### src/rtl/mult_seq.sv
// mult_seq: iterative shift-add multiplier, WIDTH x WIDTH -> 2*WIDTH.
// Signed mode multiplies magnitudes and negates the result at the end, so
// a single unsigned 2*WIDTH adder serves both modes. Latency is fixed at
// WIDTH edges from operand accept to out_valid.
module mult_seq #(
  parameter int WIDTH = 16
) (
  input  logic                 clk,
  input  logic                 rst_n,
  input  logic                 in_valid,
  output logic                 in_ready,
  input  logic [WIDTH-1:0]     A,
  input  logic [WIDTH-1:0]     B,
  input  logic                 sgn,
  output logic                 out_valid,
  input  logic                 out_ready,
  output logic [2*WIDTH-1:0]   P,
  output logic                 busy
);

  // state  | meaning
  // IDLE   | waiting for operands, in_ready high
  // BUSY   | consuming one multiplier bit per cycle
  // DONE   | product on P, waiting for out_ready
  localparam logic [1:0] S_IDLE = 2'd0;
  localparam logic [1:0] S_BUSY = 2'd1;
  localparam logic [1:0] S_DONE = 2'd2;

  localparam int CW = $clog2(WIDTH);
  localparam logic [CW-1:0] LAST = CW'(WIDTH - 1);

  logic [1:0]         state;
  logic [2*WIDTH-1:0] acc;
  logic [2*WIDTH-1:0] addend;
  logic [2*WIDTH-1:0] acc_sum;
  logic [CW-1:0]      count;
  logic [WIDTH-1:0]   mag_a;
  logic [WIDTH-1:0]   mag_b;
  logic               neg;
  logic [WIDTH-1:0]   mag_a_in;
  logic [WIDTH-1:0]   mag_b_in;

  // Operand magnitudes; -2^(WIDTH-1) wraps to itself, which read unsigned is the right magnitude.
  always_comb begin
    mag_a_in = (sgn && A[WIDTH-1]) ? -A : A;
    mag_b_in = (sgn && B[WIDTH-1]) ? -B : B;
  end

  // Partial product for the current multiplier bit and the running sum.
  always_comb begin
    addend  = mag_b[count] ? ({{WIDTH{1'b0}}, mag_a} << count) : '0;
    acc_sum = acc + addend;
  end

  // Control FSM and datapath registers.
  always_ff @(posedge clk or negedge rst_n) begin
    if (!rst_n) begin
      state <= S_IDLE;
      acc   <= '0;
      count <= '0;
      mag_a <= '0;
      mag_b <= '0;
      neg   <= 1'b0;
      P     <= '0;
    end else begin
      case (state)
        S_IDLE: begin
          if (in_valid) begin
            mag_a <= mag_a_in;
            mag_b <= mag_b_in;
            neg   <= sgn & (A[WIDTH-1] ^ B[WIDTH-1]);
            acc   <= '0;
            count <= '0;
            state <= S_BUSY;
          end
        end
        S_BUSY: begin
          acc   <= acc_sum;
          count <= count + 1'b1;
          if (count == LAST) begin
            P     <= neg ? -acc_sum : acc_sum;
            state <= S_DONE;
          end
        end
        S_DONE: begin
          if (out_ready) state <= S_IDLE;
        end
        default: state <= S_IDLE;
      endcase
    end
  end

  assign in_ready  = (state == S_IDLE);
  assign busy      = (state != S_IDLE);
  assign out_valid = (state == S_DONE);

endmodule

### config.mk
export PLATFORM = sky130hd
export DESIGN_NAME = mult_seq
export DESIGN_NICKNAME = d
export VERILOG_FILES = /design/src/rtl/mult_seq.sv
export SDC_FILE = /design/constraint.sdc
export NUM_CORES = 1
export LEC_CHECK = 0
export CORE_UTILIZATION = 55
export CTS_BUF_LIST = sky130_fd_sc_hd__clkbuf_4
export CTS_CLUSTER_SIZE = 40
export DETAILED_ROUTE_END_ITERATION = 16
export PLACE_DENSITY_LB_ADDON = 0.1
export SLEW_MARGIN = 0
export SYNTH_ARGS = -nofsm -noshare
export SYNTH_HDL_FRONTEND = slang
export SYNTH_SLANG_ARGS = --single-unit
### constraint.sdc
create_clock -name clk -period 6.7 [get_ports clk]
set_input_delay 1.34 -clock clk [delete_from_list [all_inputs] [get_ports clk]]
set_output_delay 1.34 -clock clk [all_outputs]
set_load 0.005 [all_outputs]
## Word-level counts from Yosys, hierarchy flattened

Cells that the tools add are included.

- Bits in registers: 103
- Latch bits: 0
- RAM bits: 0
- Bits in read-only memories: 0
- Input port bits: 37
- Output and inout bits: 35
- Word-level logic and storage cells: 45
- Memories kept: 0

- $add $sub $neg: 5
- Multiply operators: 0
- Div/mod/pow operators: 0
- $lt $le $gt $ge: 1
- Eq/ne operators: 6
- Shifts and indexed selects: 1
- Muxes and demuxes: 14
- Bitwise gates (word level): 2
- Reduce and logical (&&, ||, !) cells: 9

Operators with widths:

| kind | number |
|---|---|
| two-way mux 32 bit | 3 |
| case mux 32 bit (2 select lines) | 1 |
| adder 32 bit | 1 |
| two-way mux 16 bit | 2 |
| negator 16 bit | 2 |
| negator 32 bit | 1 |
| left shift 16 x 4 -> 32 bit | 1 |
| case mux 4 bit (2 select lines) | 1 |
| two-way mux 2 bit | 3 |
| case mux 2 bit (3 select lines) | 1 |
| AND reduction 2 bit | 3 |
| < comparator 4 x 5 -> 1 bit, second input constant | 1 |
| adder 4 x 1 -> 4 bit, second input constant | 1 |
| binary-select mux 1 bit (select 4 bit) | 1 |
| == test 4 bit, second input constant | 1 |
| two-way mux 4 bit | 1 |
| != test 2 bit, second input constant | 2 |
| nonzero test 2 bit | 2 |
| AND reduction 3 bit | 1 |
| == test 2 x 1 -> 1 bit, second input constant | 1 |
| == test 2 bit, second input constant | 1 |
| logical AND 1 bit | 2 |
| zero test 2 bit | 1 |
| != test 2 x 1 -> 1 bit, second input constant | 1 |
| 3 further kinds | 3 |

## Depth between registers and ports, before layout

Gate-level depths: netlist of run 1.

- Depth after elaboration: 6
- Mapped depth: 22
- Depth with buffers taken out: 18

## Worst setup path before layout of run 1

No wires, ideal clock.

- Path kind: register to register
- Start point: register count[0]
- End point: register P[28]
- Setup time: 0.130 ns
- Data arrival time: 5.152 ns
- Data required time: 6.570 ns
- Slack: 1.418 ns
- Stages on the path, launching flop included: 21
- Path buffers: 4
- Clock period less this slack: 5.282 ns
- Cells stage by stage: dfrtp_1 clkbuf_1 mux4_2 o21bai_1 o21bai_1 and2_1 clkbuf_1 clkbuf_1 nor2_1 ha_1 clkbuf_1 o21ai_0 nor2_1 or4_1 o221ai_2 o2111a_2 and4bb_2 or4b_4 o31ai_2 xor2_1 o21ai_1

- Word-level cells in the longest chain between the ends: 6
- Elaborated cells between the ends (all ways): 9
- Classes of those cells: add/sub: 2; eq/ne: 1; shift: 1; mux: 4; reduce/logical: 1

Ends and longest elaborated chain:

| what | RTL line | text |
|---|---|---|
| start, declared | 36 | `logic [CW-1:0] count;` |
| start signal, assigned | 79 | `count <= count + 1'b1;` |
| binary-select mux 1 bit (select 4 bit) | 51 | `addend = mag_b[count] ? ({{WIDTH{1'b0}}, mag_a} << count) : '0;` |
| two-way mux 1 bit (not written as such) | 51 |  |
| two-way mux 32 bit | 51 |  |
| adder 32 bit | 52 | `acc_sum = acc + addend;` |
| negator 32 bit | 81 | `P <= neg ? -acc_sum : acc_sum;` |
| two-way mux 32 bit | 81 |  |
| end signal, assigned | 81 |  |
| end, declared | 17 | `output logic [2*WIDTH-1:0] P,` |

Several ways; a longest one is shown, not always the timed one. The select of a mux whose other input is x is not followed.
A chain may end at the register's enable or synchronous reset.

## Final worst setup path of run 1

- Start point: register count[0]
- End point: register P[29]

The elaborated chain is that of the path after synthesis.

==> flow_summary.html, run 1 <==
<table>
<tr><th>Metric</th><th>Value</th></tr>
<tr><th colspan="2">Die</th></tr>
<tr><td>Number of I/O pins</td><td>between 70 and 80</td></tr>
<tr><td>Die area</td><td>~15000 um2</td></tr>
<tr><td>Starting Density</td><td>0.565</td></tr>
<tr><td>Floorplan die width</td><td>124 um</td></tr>
<tr><td>CORE AREA</td><td>14600 um2</td></tr>
<tr><td>Row cnt</td><td>44</td></tr>
<tr><td>Die Ht</td><td>~120 um</td></tr>
<tr><th colspan="2">Logic synthesis</th></tr>
<tr><td>Count of flip-flops with a built-in enable after synthesis</td><td>0</td></tr>
<tr><td>Leading area contributor after synthesis</td><td>dfrtp_1</td></tr>
<tr><td>Mean area per synthesized cell</td><td>around 8 um2</td></tr>
<tr><td>Fraction of the mapped netlist area in compound gates</td><td>0.229</td></tr>
<tr><td>List of most frequent post-synthesis cells</td><td>nand2_1, o21ai_0, dfrtp_1, nor2_1, a21oi_1</td></tr>
<tr><td>Fraction of post-synthesis cell area in the top cell type by area</td><td>0.313</td></tr>
<tr><td>XOR/XNOR share of the synthesized area</td><td>0.0827</td></tr>
<tr><td>Adder and majority cell fraction of the synthesized area</td><td>0.0555</td></tr>
<tr><td>Area fraction in and, or, nand and nor cells after synthesis</td><td>0.214</td></tr>
<tr><td>Synth async-reset ratio</td><td>1.00</td></tr>
<tr><td>Count of warnings emitted by yosys</td><td>0</td></tr>
<tr><td>Most used standard cell by instance count after synthesis</td><td>nand2_1</td></tr>
<tr><td>Synthesized cell area</td><td>just over 8000 um2</td></tr>
<tr><td>Fraction of the yosys area taken by sequential cells</td><td>0.313</td></tr>
<tr><td>Number of cells produced by synthesis</td><td>1031</td></tr>
<tr><td>Leading post-synthesis cells by cell area</td><td>dfrtp_1, o21ai_0, nand2_1, ha_1, xnor2_1</td></tr>
<tr><td>Unique masters post-synth</td><td>74</td></tr>
<tr><td>Post-synthesis mux area share</td><td>0.0643</td></tr>
<tr><td>Leading register cell type out of synthesis</td><td>dfrtp_1</td></tr>
<tr><td>Syn Nets</td><td>1104</td></tr>
<tr><td>Largest family of logic cells by synthesized area</td><td>compound AO/OA/AOI/OAI gates</td></tr>
<tr><td>Synth Register Bits</td><td>slightly above 100</td></tr>
<tr><th colspan="2">CTS</th></tr>
<tr><td>H-tree depth</td><td>3</td></tr>
<tr><td>Number of sinks handled by clock tree synthesis</td><td>103</td></tr>
<tr><td>Number of buffers inserted to repair setup after CTS</td><td>0</td></tr>
<tr><td>Clock Latency Late Sink</td><td>0.50 ns</td></tr>
<tr><td>Clock-pin slew reported for the worst setup and hold paths after clock tree synthesis</td><td>0.16 ns</td></tr>
<tr><td>Library cell used as clock root buffer</td><td>clkbuf_4</td></tr>
<tr><td>Number of gates resized after CTS</td><td>0</td></tr>
<tr><td>CTS Hold Buffers Added</td><td>0</td></tr>
<tr><td>Max Buffers Root-to-Sink</td><td>2</td></tr>
<tr><td>Number of buffers created by CTS</td><td>9</td></tr>
<tr><td>CTS tree</td><td>done</td></tr>
<tr><th colspan="2">STA</th></tr>
<tr><td>Setup repair after global routing missed its margin</td><td>false</td></tr>
<tr><td>Time the worst path needs with I/O delays and setup</td><td>5.59 ns</td></tr>
<tr><td>Max frequency</td><td>about 180 MHz</td></tr>
<tr><td>Layout Skew</td><td>between 0.01 and 0.015 ns</td></tr>
<tr><td>Slew Viols, Final</td><td>0</td></tr>
<tr><td>Slew at the pin with the worst max-slew slack</td><td>between 0.9 and 1 ns</td></tr>
<tr><td>Relative slew slack</td><td>0.368</td></tr>
<tr><td>Ratio of final minimum period to clock period</td><td>0.835</td></tr>
<tr><td>Number of failing hold endpoints at the final stage</td><td>0</td></tr>
<tr><td>Setup TNS</td><td>0 ns</td></tr>
<tr><td>Count of final setup violators</td><td>0</td></tr>
<tr><th colspan="2">Routing</th></tr>
<tr><td>Post-DRT Antenna Nets</td><td>0</td></tr>
<tr><td>Via/cell ratio</td><td>5.99</td></tr>
<tr><td>Vias after detailed routing</td><td>7486</td></tr>
<tr><td>Wirelength per Cell</td><td>16.8 um</td></tr>
<tr><td>Post-Route WL</td><td>21000 um</td></tr>
<tr><td>Detailed router's first-iteration violation count</td><td>504</td></tr>
<tr><td>Count of TritonRoute iterations in the first routing pass</td><td>5</td></tr>
<tr><td>DRC violations left</td><td>0</td></tr>
<tr><th colspan="2">Global routing</th></tr>
<tr><td>Overall global routing resource usage</td><td>0.283</td></tr>
<tr><td>Overflow left after global routing</td><td>0</td></tr>
<tr><td>Wire length of the first global-routing pass</td><td>35400 um</td></tr>
<tr><td>Antenna violations before repair</td><td>1</td></tr>
<tr><td>Largest net degree at the start of global routing</td><td>104</td></tr>
<tr><td>Vias in the first global route</td><td>approximately 6900</td></tr>
<tr><th colspan="2">Placement</th></tr>
<tr><td>Placed insts</td><td>1233</td></tr>
<tr><td>Routability Congestion</td><td>0.921</td></tr>
<tr><td>Count of buffers inserted at the top-level ports</td><td>71</td></tr>
<tr><td>Half-perimeter wire length after placement</td><td>16300 um</td></tr>
<tr><th colspan="2">Worst setup path</th></tr>
<tr><td>Worst path buffer plus inverter count</td><td>1</td></tr>
<tr><td>Most repeated library cell on the critical path</td><td>nand2_1</td></tr>
<tr><td>Kind of cell adding the most delay to the critical path</td><td>compound AO/OA/AOI/OAI gates</td></tr>
<tr><td>Endpoint type of the worst setup path</td><td>flop</td></tr>
<tr><td>Start-to-end type of the worst setup path</td><td>flop to flop</td></tr>
<tr><td>Required time of the critical path</td><td>7.11 ns</td></tr>
<tr><td>Slowest CP cell</td><td>a2111oi_0</td></tr>
<tr><td>Worst path arrival time</td><td>6.00 ns</td></tr>
<tr><td>Critical Path Max Stage Delay</td><td>0.62 ns</td></tr>
<tr><td>Critical-path cell list</td><td>buf_4 -&gt; mux4_2 -&gt; nand2_1 -&gt; nand2_1 -&gt; nand2_1 -&gt; and2_1 -&gt; nor2_1 -&gt; ha_1 -&gt; a21oi_2 -&gt; o211ai_1 -&gt; a2111oi_0 -&gt; a21oi_1 -&gt; a2111oi_0 -&gt; o31ai_1 -&gt; nor3_1 -&gt; a21oi_1 -&gt; xnor2_1 -&gt; mux2_2</td></tr>
<tr><td>CP startpoint kind</td><td>flop</td></tr>
<tr><td>Max Fanout on Critical Path</td><td>33</td></tr>
<tr><th colspan="2">Pwr</th></tr>
<tr><td>Pwr Total</td><td>slightly below 5 mW</td></tr>
<tr><td>Pleak</td><td>3.80 nW</td></tr>
<tr><td>Clock network power share</td><td>0.067</td></tr>
<tr><td>Sw Pwr</td><td>2.52 mW</td></tr>
<tr><td>Peak ir drop on the vdd network</td><td>around 0.00020 V</td></tr>
<tr><td>Design internal power</td><td>2.34 mW</td></tr>
<tr><td>Power density over the cells</td><td>531 nW/um2</td></tr>
<tr><td>Combinational cell fraction of total power</td><td>0.713</td></tr>
<tr><td>Register share of total power</td><td>0.220</td></tr>
<tr><td>Switching fraction of total power</td><td>0.518</td></tr>
<tr><th colspan="2">Outcome</th></tr>
<tr><td>Result of the run</td><td>finished, final reports clean</td></tr>
<tr><th colspan="2">Cells and area</th></tr>
<tr><td>Layout overhead on the synthesized area</td><td>10.8%</td></tr>
<tr><td>Total number of nets in the final design</td><td>1133</td></tr>
<tr><td>Final Non-Filler Cells</td><td>1250</td></tr>
<tr><td>Fraction of final layout cells sized beyond drive strength 1</td><td>0.0582</td></tr>
<tr><th colspan="2">Hold path</th></tr>
<tr><td>Kind of path behind the tightest hold check</td><td>flop to flop</td></tr>
<tr><th colspan="2">Run</th></tr>
<tr><td>Max-cap violations</td><td>0</td></tr>
</table>
[state kept, by name (all words and copies together) (netlist names)]
register  flops
neg           1
state         2
acc          32
P            32
mag_b        16
mag_a        16
count         4
[cell families after synthesis]
group	count (synthesis)
and+or+nand+nor	379
AOI/OAI and AO/OA	307
DFF	103
buffers and inverters	87
xor gates and xnor gates	77
muxes	42
adders and majority gates	36
[path summary, 6_finish.rpt]
kind / startpoint / endpoint / slack (ns) / cells past startpoint
hold reg to reg: P[17] / P[17] / 0.48 / 2
hold / removal: P[17] / P[17] / 0.48 / 2
max in group asynchronous: rst_n / acc[15] / 4.72 / 2
setup reg to reg: count[0] / P[29] / 1.11 / 18
min in group asynchronous: rst_n / P[4] / 0.79 / 1
setup / recovery: count[0] / P[29] / 1.11 / 18
[worst min-delay path, cell delays in order, from the launching register on]
cell and delay (ns):
dfrtp_1 0.37, nand2_1 0.05, nand2_1 0.04
[area by class of cell]
cell class	instances	area, um2
multi-input cells	841	5330
clock inverters	7	63.8
fillers	1329	5450
well taps	184	230
diodes	1	2.50
clock buffers	9	67.6
flip-flops and latches	103	2580
repair buffers	81	783
inverters	24	90.1
[through the flow]
stage	hold slack (ns)	instance area [um2]	setup slack, ns	util
floorplan	0.445	8250	1.42	-
global placement	0.450	9010	1.20	0.617
detailed placement	0.455	9010	1.16	0.617
CTS	0.487	9140	1.12	0.626
global route	0.520	9140	0.586	0.627
finish	0.480	9140	1.11	0.627
[cell usage in the layout, fill, tap and decap left out, types with 11 or more instances in the layout]
master,n
inv_1,23
mux2i_1,26
a211oi_1,15
nand4_1,11
a31oi_1,13
xor2_1,29
o21ai_0,122
ha_1,35
clkdlybuf4s50_1,70
nor2_1,73
o211ai_1,11
nand3_1,47
o21ai_1,15
xnor2_1,47
nand2_1,158
buf_4,11
o31ai_1,11
nor3_1,17
dfrtp_1,103
a21oi_1,58
[per-layer routing]
| layer | GRT usage | vias to the layer above | share of wire |
|---|---|---|---|
| met5 | 0 | - | 0.00062 |
| met2 | 0.439 | 232 | 0.45 |
| met1 | 0.406 | 3449 | 0.47 |
| met3 | 0.0404 | 24 | 0.058 |
| li1 | - | 3779 | - |
| met4 | 0.0921 | 2 | 0.021 |
[power by group through the flow]
stage	combinational, mW	sequential [mW]	clock (mW)
6_report	3.46	1.07	0.327
5_1_grt	3.86	1.10	0.355
4_1_cts	3.43	1.07	0.336
3_5_place_dp	3.42	1.08	0
3_3_place_gp	3.41	1.08	0
2_1_floorplan	2.60	1.03	0
(Power assumes the default switching activity.)
==> run 2, diff against run 1 <==
==> constraint.sdc (replaced) <==
create_clock -name clk -period 4.85 [get_ports clk]
set_input_delay 0.97 -clock clk [delete_from_list [all_inputs] [get_ports clk]]
set_output_delay 0.97 -clock clk [all_outputs]
set_load 0.005 [all_outputs]
==> run 2 against run 1 <==
Final area increased by 17%. Cell count is 12% higher. Setup slack worse by 1.0 ns. Clock skew grew 0.018 ns. Critical path type unchanged. Largest cell class unchanged. Highest routed layer is now met4.
==> flow_summary.html, run 2 (synthesis results as in run 1) <==
<table>
<tr><th>Metric</th><th>Value</th></tr>
<tr><th colspan="2">STA</th></tr>
<tr><td>Relative slew slack</td><td>0.301 (-0.0678)</td></tr>
<tr><td>Setup TNS</td><td>0 ns (unchanged)</td></tr>
<tr><td>Number of failing hold endpoints at the final stage</td><td>0 (unchanged)</td></tr>
<tr><td>Layout Skew</td><td>0.0301 ns (+0.0177 ns)</td></tr>
<tr><td>Max frequency</td><td>209 MHz (+17%)</td></tr>
<tr><td>Time the worst path needs with I/O delays and setup</td><td>4.78 ns (-0.818 ns)</td></tr>
<tr><td>Slew Viols, Final</td><td>0 (unchanged)</td></tr>
<tr><td>Slew at the pin with the worst max-slew slack</td><td>1.05 ns (+0.0980 ns)</td></tr>
<tr><td>Count of final setup violators</td><td>0 (unchanged)</td></tr>
<tr><td>Ratio of final minimum period to clock period</td><td>0.985 (+0.150)</td></tr>
<tr><td>Setup repair after global routing missed its margin</td><td>true</td></tr>
<tr><th colspan="2">Pwr</th></tr>
<tr><td>Pleak</td><td>4.58 nW (+21%)</td></tr>
<tr><td>Power density over the cells</td><td>801 nW/um2 (+51%)</td></tr>
<tr><td>Pwr Total</td><td>8.54 mW (+76%)</td></tr>
<tr><td>Peak ir drop on the vdd network</td><td>0.000354 V (+76%)</td></tr>
<tr><th colspan="2">Die</th></tr>
<tr><td>Number of I/O pins</td><td>72 (unchanged)</td></tr>
<tr><td>Die Ht</td><td>124 um (unchanged)</td></tr>
<tr><td>Floorplan die width</td><td>124 um (unchanged)</td></tr>
<tr><td>Row cnt</td><td>44 (unchanged)</td></tr>
<tr><td>Die area</td><td>15500 um2 (unchanged)</td></tr>
<tr><td>CORE AREA</td><td>14600 um2 (unchanged)</td></tr>
<tr><td>Starting Density</td><td>0.565 (unchanged)</td></tr>
<tr><th colspan="2">Worst setup path</th></tr>
<tr><td>Number of cells on the worst reg-to-reg path</td><td>17 (-1)</td></tr>
<tr><td>Start-to-end type of the worst setup path</td><td>flop to flop</td></tr>
<tr><td>Flop2flop setup slack</td><td>0.07 ns (-1.03 ns)</td></tr>
<tr><td>CP startpoint kind</td><td>flop</td></tr>
<tr><td>Required time of the critical path</td><td>5.23 ns (-1.88 ns)</td></tr>
<tr><td>Critical R2R Launch</td><td>count[0]</td></tr>
<tr><td>FF-to-FF End</td><td>P[28]</td></tr>
<tr><td>Destination of the critical timing path</td><td>P[28]</td></tr>
<tr><td>Max Fanout on Critical Path</td><td>7 (-79%)</td></tr>
<tr><td>Worst path arrival time</td><td>5.15 ns (-0.85 ns)</td></tr>
<tr><td>Beginning of the critical path</td><td>count[0]</td></tr>
<tr><td>Endpoint type of the worst setup path</td><td>flop</td></tr>
<tr><th colspan="2">Routing</th></tr>
<tr><td>Post-DRT Antenna Nets</td><td>0 (unchanged)</td></tr>
<tr><td>Vias after detailed routing</td><td>8109 (+8.3%)</td></tr>
<tr><td>Count of TritonRoute iterations in the first routing pass</td><td>5 (unchanged)</td></tr>
<tr><td>Wirelength per Cell</td><td>16.8 um (about the same)</td></tr>
<tr><td>Detailed router's first-iteration violation count</td><td>506 (+0.40%)</td></tr>
<tr><td>Post-Route WL</td><td>23400 um (+12%)</td></tr>
<tr><td>Via/cell ratio</td><td>5.81 (-3.0%)</td></tr>
<tr><td>DRC violations left</td><td>0 (unchanged)</td></tr>
<tr><th colspan="2">Outcome</th></tr>
<tr><td>Result of the run</td><td>finished, final reports clean</td></tr>
<tr><th colspan="2">CTS</th></tr>
<tr><td>CTS Hold Buffers Added</td><td>0 (unchanged)</td></tr>
<tr><td>Number of sinks handled by clock tree synthesis</td><td>103 (unchanged)</td></tr>
<tr><td>Library cell used as clock root buffer</td><td>clkbuf_4</td></tr>
<tr><td>CTS tree</td><td>done</td></tr>
<tr><td>Clock-pin slew reported for the worst setup and hold paths after clock tree synthesis</td><td>0.18 ns (+0.02 ns)</td></tr>
<tr><td>Clock Latency Late Sink</td><td>0.51 ns (about the same)</td></tr>
<tr><td>H-tree depth</td><td>3 (unchanged)</td></tr>
<tr><td>Number of buffers created by CTS</td><td>9 (unchanged)</td></tr>
<tr><td>Max Buffers Root-to-Sink</td><td>2 (unchanged)</td></tr>
<tr><th colspan="2">Placement</th></tr>
<tr><td>Count of buffers inserted at the top-level ports</td><td>71 (unchanged)</td></tr>
<tr><td>Half-perimeter wire length after placement</td><td>17900 um (+10%)</td></tr>
<tr><td>Placed insts</td><td>1356 (+10%)</td></tr>
<tr><td>Routability Congestion</td><td>0.944 (+2.5%)</td></tr>
<tr><th colspan="2">Cells and area</th></tr>
<tr><td>Ant. Diodes</td><td>0 (-1)</td></tr>
<tr><td>Layout overhead on the synthesized area</td><td>29.2%</td></tr>
<tr><td>Most frequent cells in the layout</td><td>nand2_1, buf_4, o21ai_0, dfrtp_1, nor2_1</td></tr>
<tr><td>Total number of nets in the final design</td><td>1280 (+13%)</td></tr>
<tr><td>Most frequent standard cell in the layout excluding fill and tap cells</td><td>nand2_1</td></tr>
<tr><td>Fraction of final layout cells sized beyond drive strength 1</td><td>0.234 (+0.176)</td></tr>
<tr><td>Final Non-Filler Cells</td><td>1396 (+12%)</td></tr>
<tr><td>Top Registers</td><td>P: 32 flops, acc: 32 flops</td></tr>
<tr><th colspan="2">Global routing</th></tr>
<tr><td>Overall global routing resource usage</td><td>0.305 (+0.0223)</td></tr>
<tr><td>Antenna violations before repair</td><td>0 (-1)</td></tr>
<tr><td>Largest net degree at the start of global routing</td><td>78 (-25%)</td></tr>
<tr><td>Wire length of the first global-routing pass</td><td>38200 um (+7.7%)</td></tr>
<tr><td>Overflow left after global routing</td><td>0 (unchanged)</td></tr>
<tr><td>Vias in the first global route</td><td>7557 (+9.2%)</td></tr>
<tr><th colspan="2">Hold path</th></tr>
<tr><td>Kind of path behind the tightest hold check</td><td>flop to flop</td></tr>
<tr><td>Depth of the worst hold-timing path</td><td>2 (unchanged)</td></tr>
<tr><th colspan="2">Run</th></tr>
<tr><td>Max-cap violations</td><td>0 (unchanged)</td></tr>
</table>
==> run 2: cell types whose count changed in the layout (fill, tap and decap cells not counted), moves of 8 or more <==
| cell | delta |
|---|---|
| ha_1 | -8 |
| a21oi_1 | -13 |
| o21ai_0 | -8 |
| a21oi_2 | +12 |
| buf_4 | +141 |
| ha_2 | +8 |
==> run 2: cell type report <==
type                            instances  area (um2)
Clock inverter                          7        52.6
Timing Repair Buffer                  228        1940
Inverter                               24        90.1
Tap cell                              184         230
Clock buffer                            9        67.6
Fill cell                            1191        3940
Multi-Input combinational cell        841        5700
Sequential cell                       103        2580
==> run 2: critical path: stages (launching register included) <==
cell and delay [ns]:
dfrtp_2 0.53, mux4_2 0.54, o21bai_2 0.13, buf_4 0.14, nor2_1 0.06, ha_1 0.21
fa_2 0.38, a211oi_4 0.33, buf_4 0.17, o21ai_2 0.12, a221oi_2 0.33, xor2_2 0.20
o2111a_2 0.25, and4bb_2 0.29, or4b_4 0.50, o31ai_4 0.20, xor2_1 0.17, o21ai_1 0.07
==> run 2: repair_timing <==
| item | CTS | global route |
|---|---|---|
| gates resized for setup | 9 | 90 |
| setup endpoints to repair | 9 | 10 |
| gates cloned | 0 | 1 |
| pin swaps | 0 | 29 |
| setup buffers | 3 | 21 |
==> run 2: metal layers <==
metal / up-vias / global-route usage / wire (um)
li1: 4052 / - / -
met1: 3783 / 0.428 / 10800
met2: 238 / 0.498 / 11000
met3: 36 / 0.0369 / 1110
met4: 0 / 0.0801 / 455
met5: - / 0 / 0
==> run 2: metrics by stage <==
step	area, um2	setup WS, ns	util	hold slack (ns)
3_3_place_gp	9940	-0.167	0.681	0.450
5_1_grt	10700	-0.0905	0.730	0.508
6_report	10700	0.0744	0.730	0.481
2_1_floorplan	8270	0.00145	-	0.445
4_1_cts	10100	0.00303	0.693	0.487
3_5_place_dp	9940	-0.147	0.681	0.455
==> run 2: worst min-delay path by stage <==
stage                     end  startpoint
finish                   P[9]        P[9]
global route            P[17]       P[17]
CTS                      P[9]        P[9]
detailed placement       P[9]        P[9]
global placement         P[9]        P[9]
floorplan           mag_b[10]   mag_b[10]
==> run 2: where the power goes <==
part	internal (mW)	leakage, nW	switching (mW)	total [mW]
clock	0.110	0.0623	0.321	0.430
combinational	3.11	3.19	3.49	6.60
sequential	1.22	1.32	0.283	1.51
total	4.44	4.58	4.10	8.54
